`src/rtl/mult_cmd_driver.sv`:
```
// Upstream command stage for the parity-protected multiplier: operand FIFO,
// even-parity generation, req/ack issue with timeout, and a result holding
// register handed off on a valid/ready stream.
module mult_cmd_driver #(
  parameter int DATA_W     = 16,
  parameter int FIFO_DEPTH = 4,
  parameter int TIMEOUT    = 255
) (
  input  logic                  clk,
  input  logic                  rst_n,
  input  logic                  in_valid,
  output logic                  in_ready,
  input  logic [DATA_W-1:0]     in_a,
  input  logic [DATA_W-1:0]     in_b,
  input  logic                  in_inject_err,
  output logic [DATA_W-1:0]     arg_a,
  output logic                  arg_a_parity,
  output logic [DATA_W-1:0]     arg_b,
  output logic                  arg_b_parity,
  output logic                  req,
  input  logic                  ack,
  input  logic [2*DATA_W-1:0]   result,
  input  logic                  result_parity,
  input  logic                  result_rdy,
  input  logic                  arg_parity_error,
  output logic                  out_valid,
  input  logic                  out_ready,
  output logic [2*DATA_W-1:0]   out_result,
  output logic                  out_par_err,
  output logic                  out_res_par_bad,
  output logic                  out_timeout,
  output logic                  stray_rdy,
  output logic                  busy
);

  localparam int AW    = (FIFO_DEPTH > 1) ? $clog2(FIFO_DEPTH) : 1;
  localparam int CNT_W = $clog2(FIFO_DEPTH + 1);
  localparam int EW    = 2 * DATA_W + 1;
  localparam int TW    = (TIMEOUT > 2) ? $clog2(TIMEOUT) : 1;

  typedef enum logic [1:0] {
    S_IDLE,
    S_REQ,
    S_WAIT_RES,
    S_HOLD
  } state_t;

  state_t              r_state;
  state_t              w_state_nxt;

  logic [EW-1:0]       r_mem [FIFO_DEPTH];
  logic [AW-1:0]       r_wptr;
  logic [AW-1:0]       r_rptr;
  logic [CNT_W-1:0]    r_count;
  logic                w_full;
  logic                w_empty;
  logic                w_push;
  logic                w_pop;
  logic [EW-1:0]       w_head;

  logic [TW-1:0]       r_tcnt;
  logic                w_tlimit;
  logic                w_capture;
  logic                w_abort;
  logic                w_handoff;

  logic                r_req;
  logic [DATA_W-1:0]   r_arg_a;
  logic [DATA_W-1:0]   r_arg_b;
  logic                r_arg_a_par;
  logic                r_arg_b_par;
  logic                r_out_valid;
  logic [2*DATA_W-1:0] r_out_result;
  logic                r_out_par_err;
  logic                r_out_res_par_bad;
  logic                r_out_timeout;
  logic                r_stray;

  assign w_full   = (r_count == CNT_W'(FIFO_DEPTH));
  assign w_empty  = (r_count == '0);
  assign w_push   = in_valid && !w_full;
  assign w_head   = r_mem[r_rptr];
  assign w_tlimit = (r_tcnt == TW'(TIMEOUT - 1));

  assign in_ready        = !w_full;
  assign busy            = (r_state != S_IDLE) || !w_empty;
  assign req             = r_req;
  assign arg_a           = r_arg_a;
  assign arg_b           = r_arg_b;
  assign arg_a_parity    = r_arg_a_par;
  assign arg_b_parity    = r_arg_b_par;
  assign out_valid       = r_out_valid;
  assign out_result      = r_out_result;
  assign out_par_err     = r_out_par_err;
  assign out_res_par_bad = r_out_res_par_bad;
  assign out_timeout     = r_out_timeout;
  assign stray_rdy       = r_stray;

  // FIFO storage: entries are {inject, a, b}; storage needs no reset
  always_ff @(posedge clk) begin
    if (w_push) r_mem[r_wptr] <= {in_inject_err, in_a, in_b};
  end

  // FIFO pointers and occupancy; simultaneous push and pop leave the count unchanged
  always_ff @(posedge clk or negedge rst_n) begin
    if (!rst_n) begin
      r_wptr  <= '0;
      r_rptr  <= '0;
      r_count <= '0;
    end else begin
      if (w_push) r_wptr <= r_wptr + AW'(1);
      if (w_pop)  r_rptr <= r_rptr + AW'(1);
      case ({w_push, w_pop})
        2'b10:   r_count <= r_count + CNT_W'(1);
        2'b01:   r_count <= r_count - CNT_W'(1);
        default: ;
      endcase
    end
  end

  // FSM state register
  always_ff @(posedge clk or negedge rst_n) begin
    if (!rst_n) r_state <= S_IDLE;
    else        r_state <= w_state_nxt;
  end

  // FSM next state and per-edge control strobes; timeout beats a late ack,
  // a result arriving on the limit cycle beats the timeout
  always_comb begin
    w_state_nxt = r_state;
    w_pop       = 1'b0;
    w_capture   = 1'b0;
    w_abort     = 1'b0;
    w_handoff   = 1'b0;
    case (r_state)
      S_IDLE: begin
        if (!w_empty) begin
          w_pop       = 1'b1;
          w_state_nxt = S_REQ;
        end
      end
      S_REQ: begin
        if (w_tlimit) begin
          w_abort     = 1'b1;
          w_state_nxt = S_HOLD;
        end else if (ack) begin
          w_state_nxt = S_WAIT_RES;
        end
      end
      S_WAIT_RES: begin
        if (result_rdy) begin
          w_capture   = 1'b1;
          w_state_nxt = S_HOLD;
        end else if (w_tlimit) begin
          w_abort     = 1'b1;
          w_state_nxt = S_HOLD;
        end
      end
      S_HOLD: begin
        if (r_out_valid && out_ready) begin
          w_handoff   = 1'b1;
          w_state_nxt = S_IDLE;
        end
      end
      default: w_state_nxt = S_IDLE;
    endcase
  end

  // req is high exactly while the FSM sits in REQ
  always_ff @(posedge clk or negedge rst_n) begin
    if (!rst_n) r_req <= 1'b0;
    else        r_req <= (w_state_nxt == S_REQ);
  end

  // Operation timer: cleared on issue, counts in REQ/WAIT_RES, saturates at the limit
  always_ff @(posedge clk or negedge rst_n) begin
    if (!rst_n) begin
      r_tcnt <= '0;
    end else if (w_pop) begin
      r_tcnt <= '0;
    end else if ((r_state == S_REQ || r_state == S_WAIT_RES) && !w_tlimit) begin
      r_tcnt <= r_tcnt + TW'(1);
    end
  end

  // Operand registers with even parity, loaded on pop and held until the next pop
  always_ff @(posedge clk or negedge rst_n) begin
    if (!rst_n) begin
      r_arg_a     <= '0;
      r_arg_b     <= '0;
      r_arg_a_par <= 1'b0;
      r_arg_b_par <= 1'b0;
    end else if (w_pop) begin
      r_arg_a     <= w_head[2*DATA_W-1:DATA_W];
      r_arg_b     <= w_head[DATA_W-1:0];
      r_arg_a_par <= (^w_head[2*DATA_W-1:DATA_W]) ^ w_head[EW-1];
      r_arg_b_par <= ^w_head[DATA_W-1:0];
    end
  end

  // Result holding register: capture, timeout abort, consumer handoff
  always_ff @(posedge clk or negedge rst_n) begin
    if (!rst_n) begin
      r_out_valid       <= 1'b0;
      r_out_result      <= '0;
      r_out_par_err     <= 1'b0;
      r_out_res_par_bad <= 1'b0;
      r_out_timeout     <= 1'b0;
    end else if (w_capture) begin
      r_out_valid       <= 1'b1;
      r_out_result      <= result;
      r_out_par_err     <= arg_parity_error;
      r_out_res_par_bad <= result_parity ^ (^result);
      r_out_timeout     <= 1'b0;
    end else if (w_abort) begin
      r_out_valid       <= 1'b1;
      r_out_result      <= '0;
      r_out_par_err     <= 1'b0;
      r_out_res_par_bad <= 1'b0;
      r_out_timeout     <= 1'b1;
    end else if (w_handoff) begin
      r_out_valid       <= 1'b0;
    end
  end

  // Sticky flag for result strobes arriving when no result is awaited
  always_ff @(posedge clk or negedge rst_n) begin
    if (!rst_n)                                  r_stray <= 1'b0;
    else if (result_rdy && r_state != S_WAIT_RES) r_stray <= 1'b1;
  end

endmodule

```
`config.mk`:
```
export PLATFORM = sky130hd
export DESIGN_NAME = mult_cmd_driver
export DESIGN_NICKNAME = d
export VERILOG_FILES = /design/src/rtl/mult_cmd_driver.sv
export SDC_FILE = /design/constraint.sdc
export NUM_CORES = 1
export LEC_CHECK = 0
export BUFFER_PORTS_ARGS = -buffer_cell sky130_fd_sc_hd__buf_2
export CORE_MARGIN = 4
export CORE_UTILIZATION = 35
export CTS_BUF_LIST = sky130_fd_sc_hd__clkbuf_4 sky130_fd_sc_hd__clkbuf_8
export DETAILED_ROUTE_END_ITERATION = 6
export PLACE_DENSITY = 0.55
export SLEW_MARGIN = 20
export SYNTH_ARGS = -nofsm -noshare
export SYNTH_HDL_FRONTEND = slang
export SYNTH_SLANG_ARGS = --single-unit
```
`constraint.sdc`:
```
create_clock -name clk -period 6.36 [get_ports clk]
set_input_delay 1.272 -clock clk [delete_from_list [all_inputs] [get_ports clk]]
set_output_delay 1.272 -clock clk [all_outputs]
set_load 0.005 [all_outputs]
```
# Word level (Yosys, flattened, before mapping)
# Memory sizes are Yosys's and may differ from the RTL's.
# Index checks and enable logic that the tools add are counted.
# totals
reg_bits,89
n_memories,1
ramBits,132
out_inout_bits,74
word_cells,83
# memory_table
name,words,width,read_ports,rd_clocked_by_memory_dff,wr,line,rtl
r_mem,4,33,1,0,1,51,logic [EW-1:0] r_mem [FIFO_DEPTH];
# classes
add_sub_neg,5
eq_ne,9
n_bitwise,2
mux,31
reduce_logical,19
# op_table
op,n
2-to-1 mux 32 bit,2
XOR reduction 16 bit,2
XOR reduction 32 bit,1
2-to-1 mux 1 bit,18
2-to-1 mux 8 bit,2
2-to-1 mux 2 bit,6
adder 8 x 1 -> 8 bit (second input constant),1
equality test 8 bit (second input constant),1
case mux 2 bit (4 select lines),1
nonzero test 2 bit,4
equality test 2 x 1 -> 1 bit (second input constant),3
equality test 2 bit (second input constant),3
case mux 3 bit (2 select lines),1
adder 2 x 1 -> 2 bit (second input constant),2
logical AND 1 bit,4
adder 3 x 1 -> 3 bit (second input constant),1
equality test 3 bit (second input constant),1
logical NOT 1 bit,3
logical NOT 3 bit,1
nonzero test 3 bit,1
subtractor 3 x 1 -> 3 bit (second input constant),1
logical NOT 2 bit,1
logical OR 1 bit,2
inequality test 2 bit (second input constant),1
other kinds (2),3

# Logic depth before layout (Yosys ltp)
# depth
depth_word,6
depth_mapped,11
ltp_nobuf,9

# Worst setup path after synthesis
# OpenSTA, ideal clock, no wires.
# synth_path
kind,input to register
startpoint,input port in_valid
endpoint,register r_count[2]
required_time_ns,6.235
arrival_ns,2.416
path_stages,7
setup_slack_ns,3.818
path_cell_list,and2_1 inv_1 ha_1 fa_1 xnor2_1 nor2_1 xor2_1
# synth_between
elab_chain_len,3
elab_cells_between_ends,5
classes_between,eq/ne (2); mux (1); reduce/logical (2)
# synth_lines
item,line,rtl
from (decl),11,"input logic in_valid,"
logical AND 1 bit (*),81,assign w_push = in_valid && !w_full;
equality test 2 x 1 -> 1 bit / equality test 2 bit (equally long branches),113,"case ({w_push, w_pop})"
case mux 3 bit (2 select lines) / nonzero test 2 bit (equally long branches),--,
to (signal assigned),114,2'b10: r_count <= r_count + CNT_W'(1);
to (signal assigned),115,2'b01: r_count <= r_count - CNT_W'(1);
to (decl),54,logic [CNT_W-1:0] r_count;
# Mark *: on every way between the ends. The rest lies on a longest branch, timed or not.
# A chain may end at the register's enable or synchronous reset.

# Worst setup path after layout
# layout_path
startpoint,register r_count[0]
endpoint,register r_count[2]
# layout_between
elab_chain_len,5
elab_cells_between_ends,12
classes_between,add/sub (2); eq/ne (3); mux (3); reduce/logical (4)
# layout_lines
item,line
logical NOT 3 bit / equality test 3 bit (equally long branches),"80, 79"
2-to-1 mux 1 bit / logical NOT 1 bit (equally long branches),"137, 81"
2-to-1 mux 1 bit / logical AND 1 bit (equally long branches),"135, 81"
equality test 2 x 1 -> 1 bit / equality test 2 bit (equally long branches),113
case mux 3 bit (2 select lines) / nonzero test 2 bit (equally long branches),--
# Several ways; a longest one is shown, not always the timed one.

==> key figures <==
Power and ir drop
  • Switching Power: ~2 mW
  • Seq pwr share: 0.381
  • Comb power frac: 0.390
  • Pwr/cell area: approximately 530 nW/um^2
  • Switching fraction of total power: 0.342
  • VDD IR max: about 0.22 mV
  • LEAKAGE: between 4 and 5 nW
  • Pint: between 3 and 4 mW
  • Clock network fraction of design power: 0.228

Synth
  • Proportion of synthesized area in mux cells: 0.0904
  • Post-Syn Instances: between 500 and 600
  • Syn Nets: roughly 660
  • FFs w/ async S/R, synth: 0.403
  • Unique cell type count in the Yosys netlist: 40
  • Top_reg_cell synth: edfxtp_1
  • Largest family of logic cells by synthesized area: multiplexers
  • Simple-gate share of the synthesized area: 0.0645
  • Post-synth top area cell: edfxtp_1
  • Synth top area cells: edfxtp_1 (44%), dfrtp_1 (25%), xnor2_1 (5.0%)
  • Yosys top cell area share: 0.438
  • EDFF count, synth: between 100 and 150
  • Post-synth design cell area: 9050 um^2
  • Mean Syn Cell Area: 15.9 um^2
  • Synth Area in XOR/XNOR: 0.0788
  • Sequential cell area fraction in the yosys report: 0.684
  • Flops & latches, synth: between 200 and 250
  • Post-synthesis compound-gate area fraction: 0.0444
  • Adder-cell share of the synthesized area: 0.0188
  • Synth Warn #: 0

Placed design
  • RePlAce Congestion: between 0.8 and 0.9
  • DP Cell Count: ~1.0k
  • Dpl cell area: between 10000 and 15000 um^2
  • Post-DP HPWL: 12900 um
  • # port buffers: 146

Clock tree
  • Buffers from clock root to sink, at most: 3
  • Hold-fix buffers at CTS: 0
  • Htree depth: 2
  • CTS tree: yes
  • Num CTS Buffers: 40
  • Root buffer selected by CTS: clkbuf_8
  • Setup repair bufs after CTS: 0
  • CTS Sinks: 221
  • Post-CTS sizing: 0
  • Clock Latency Late Sink: ~540 ps
  • Clock input transition at the sequential cells of the worst setup and hold paths: roughly 60 ps

STA
  • Hold WS: about 450 ps
  • RSZ-0062 raised after global routing: false
  • Layout Skew: 27.4 ps
  • Max-slew violation count: 0
  • Fin crit share: 0.534
  • Hold Vio Cnt, Final: 0
  • Final min period: ~3400 ps
  • Fmax: between 0.2 and 0.3 GHz
  • Rel. slew slack: 0.373
  • Final setup vio count: 0
  • TNS Setup: 0 ps
  • Slew at the pin with the worst max-slew slack: approximately 940 ps

Layout
  • Core Util, Final: 0.431
  • Layout Nets: a little over 800
  • Most common cell after layout, fill and taps aside: buf_2
  • Storage cell area: 6190 um^2
  • Area delta synth->final: 20.6%
  • Multi-input gate area: about 2700 um^2
  • Layout cells sized above 1: 0.326
  • Layout Cells excl Fill: roughly 1.1k
  • Most frequent cells in the layout: buf_2 (145), edfxtp_1 (132), nand2_1 (109)
  • Fillcell total: around 2.3k
  • Finished Cell Area: 10900 um^2

Floorplanning
  • Initial core utilization: 0.357
  • Die H: ~170 um
  • Cell Rows: 58
  • Core Region: ~25000 um^2
  • Ports: 147
  • Die W: ~170 um
  • DIE AREA: approximately 29000 um^2

Global route
  • Largest net degree at the start of global routing: 70
  • Grt total ovfl: 0
  • Vias in the first global route: 5767
  • Wire length of the first global-routing pass: approximately 31000 um
  • Gr usage total: 0.139
  • Initial antenna violation count: 5

Setup path
  • Critical-path maximum fanout: between 40 and 50
  • Crit path DAT: about 3800 ps
  • Max stage delay on crit path: 720 ps
  • Crit end category: register
  • Startpoint types: register
  • Setup CP Type: reg2reg
  • Critical Path Slowest Stage Cell: nand2b_2
  • WP data required: 6760 ps
  • Worst-path cell chain: nor3_1 -> nand2b_2 -> inv_2 -> ha_1 -> fa_1 -> xnor2_1 -> nor2_1 -> xor2_1

Drt
  • DR vias/cell: between 4 and 5
  • Vias post-DR: 5300
  • Drt wl/cell: 18.0 um
  • DRC violation count after routing: 0
  • Remaining antenna violation count: 0
  • DR iter-0 viols: approximately 260
  • WL final: 19800 um
  • DRT Pass-1 Iters: 4

Run status
  • Status: finished clean

Min path
  • Worst hold path class: reg2reg

Run
  • Max-cap violations: 0
[path summary, 6_finish.rpt]
check,startpoint,end,slack [ps],depth (start not counted)
max,r_count[0],r_count[2],2960,8
min,stray_rdy,stray_rdy,450,1
max reg2reg,r_count[0],r_count[2],2960,8
min reg2reg,stray_rdy,stray_rdy,450,1
max in group asynchronous,rst_n,r_rptr[0],4490,2
min in group asynchronous,rst_n,arg_a[13],640,1
[per-stage QoR]
stage	power [mW]	setup slack, ps
2_1_floorplan	3.87	3820
3_3_place_gp	4.49	3000
3_5_place_dp	4.56	2880
4_1_cts	5.94	2860
5_1_grt	6.29	2640
6_report	5.82	2960
[logic make-up (layout without fill, tap and decap cells)]
kind of cell | Yosys count | in the layout
flip-flops | 221 | 221
AND/OR/NAND/NOR | 144 | 144
XOR/XNOR | 74 | 74
buffers and inverters | 32 | 230
other | 0 | 1
adder cells (fa/ha/maj) | 13 | 13
multiplexers | 34 | 34
AO/OA/AOI/OAI | 51 | 51
[registers in the layout (all words and copies together) (netlist names)]
register,flops
arg_b,16
out_par_err,1
out_timeout,1
out_valid,1
out_result,32
out_res_par_bad,1
r_wptr,2
arg_b_parity,1
req,1
r_count,3
arg_a,16
r_rptr,2
r_state,2
arg_a_parity,1
r_mem,132
r_tcnt,8
stray_rdy,1
[critical path, delay by kind of cell (launching register included)]
family                   cells  cell delay [ps]
AND/OR/NAND/NOR              3             1160
adder cells (fa/ha/maj)      2              790
buffers and inverters        1              540
flip-flops                   1              440
XOR/XNOR                     2              320
[routing by layer]
| metal | vias up | GRT usage | share of wire |
|---|---|---|---|
| met2 | 181 | 0.230 | 0.48 |
| met3 | 43 | 0.0416 | 0.077 |
| met1 | 2636 | 0.180 | 0.43 |
| li1 | 2432 | - | - |
| met5 | - | 0 | 0.0015 |
| met4 | 8 | 0.0395 | 0.019 |
[cell usage after synthesis, types with 3 or more instances]
master	number
inv_1	7
nand3_1	4
edfxtp_1	132
xnor2_1	52
and3_1	5
mux4_2	16
clkbuf_1	16
xnor2_2	5
buf_2	3
dfrtp_1	89
nor2_1	15
ha_1	12
xor2_1	15
a21oi_1	4
o21ai_0	3
a22o_1	33
mux4_1	17
nand2_1	109
nand4_1	4
[power groups by stage]
| stage | clock (mW) | combinational (mW) | sequential [mW] |
|---|---|---|---|
| finish | 1.33 | 2.27 | 2.22 |
| global route | 1.46 | 2.56 | 2.26 |
| CTS | 1.38 | 2.34 | 2.22 |
| floorplan | 0 | 1.69 | 2.18 |
| global placement | 0 | 2.27 | 2.22 |
| detailed placement | 0 | 2.31 | 2.25 |
[layout make-up]
cell class                      instances  area share
Sequential cell                       221       0.567
Multi-Input combinational cell        316       0.248
Timing Repair Buffer                  150      0.0699
Clock buffer                           55      0.0624
Tap cell                              330      0.0378
Clock inverter                         17      0.0121
Inverter                                8     0.00275
Antenna cell                            1    0.000229
Power figures use the tool's default switching activity.
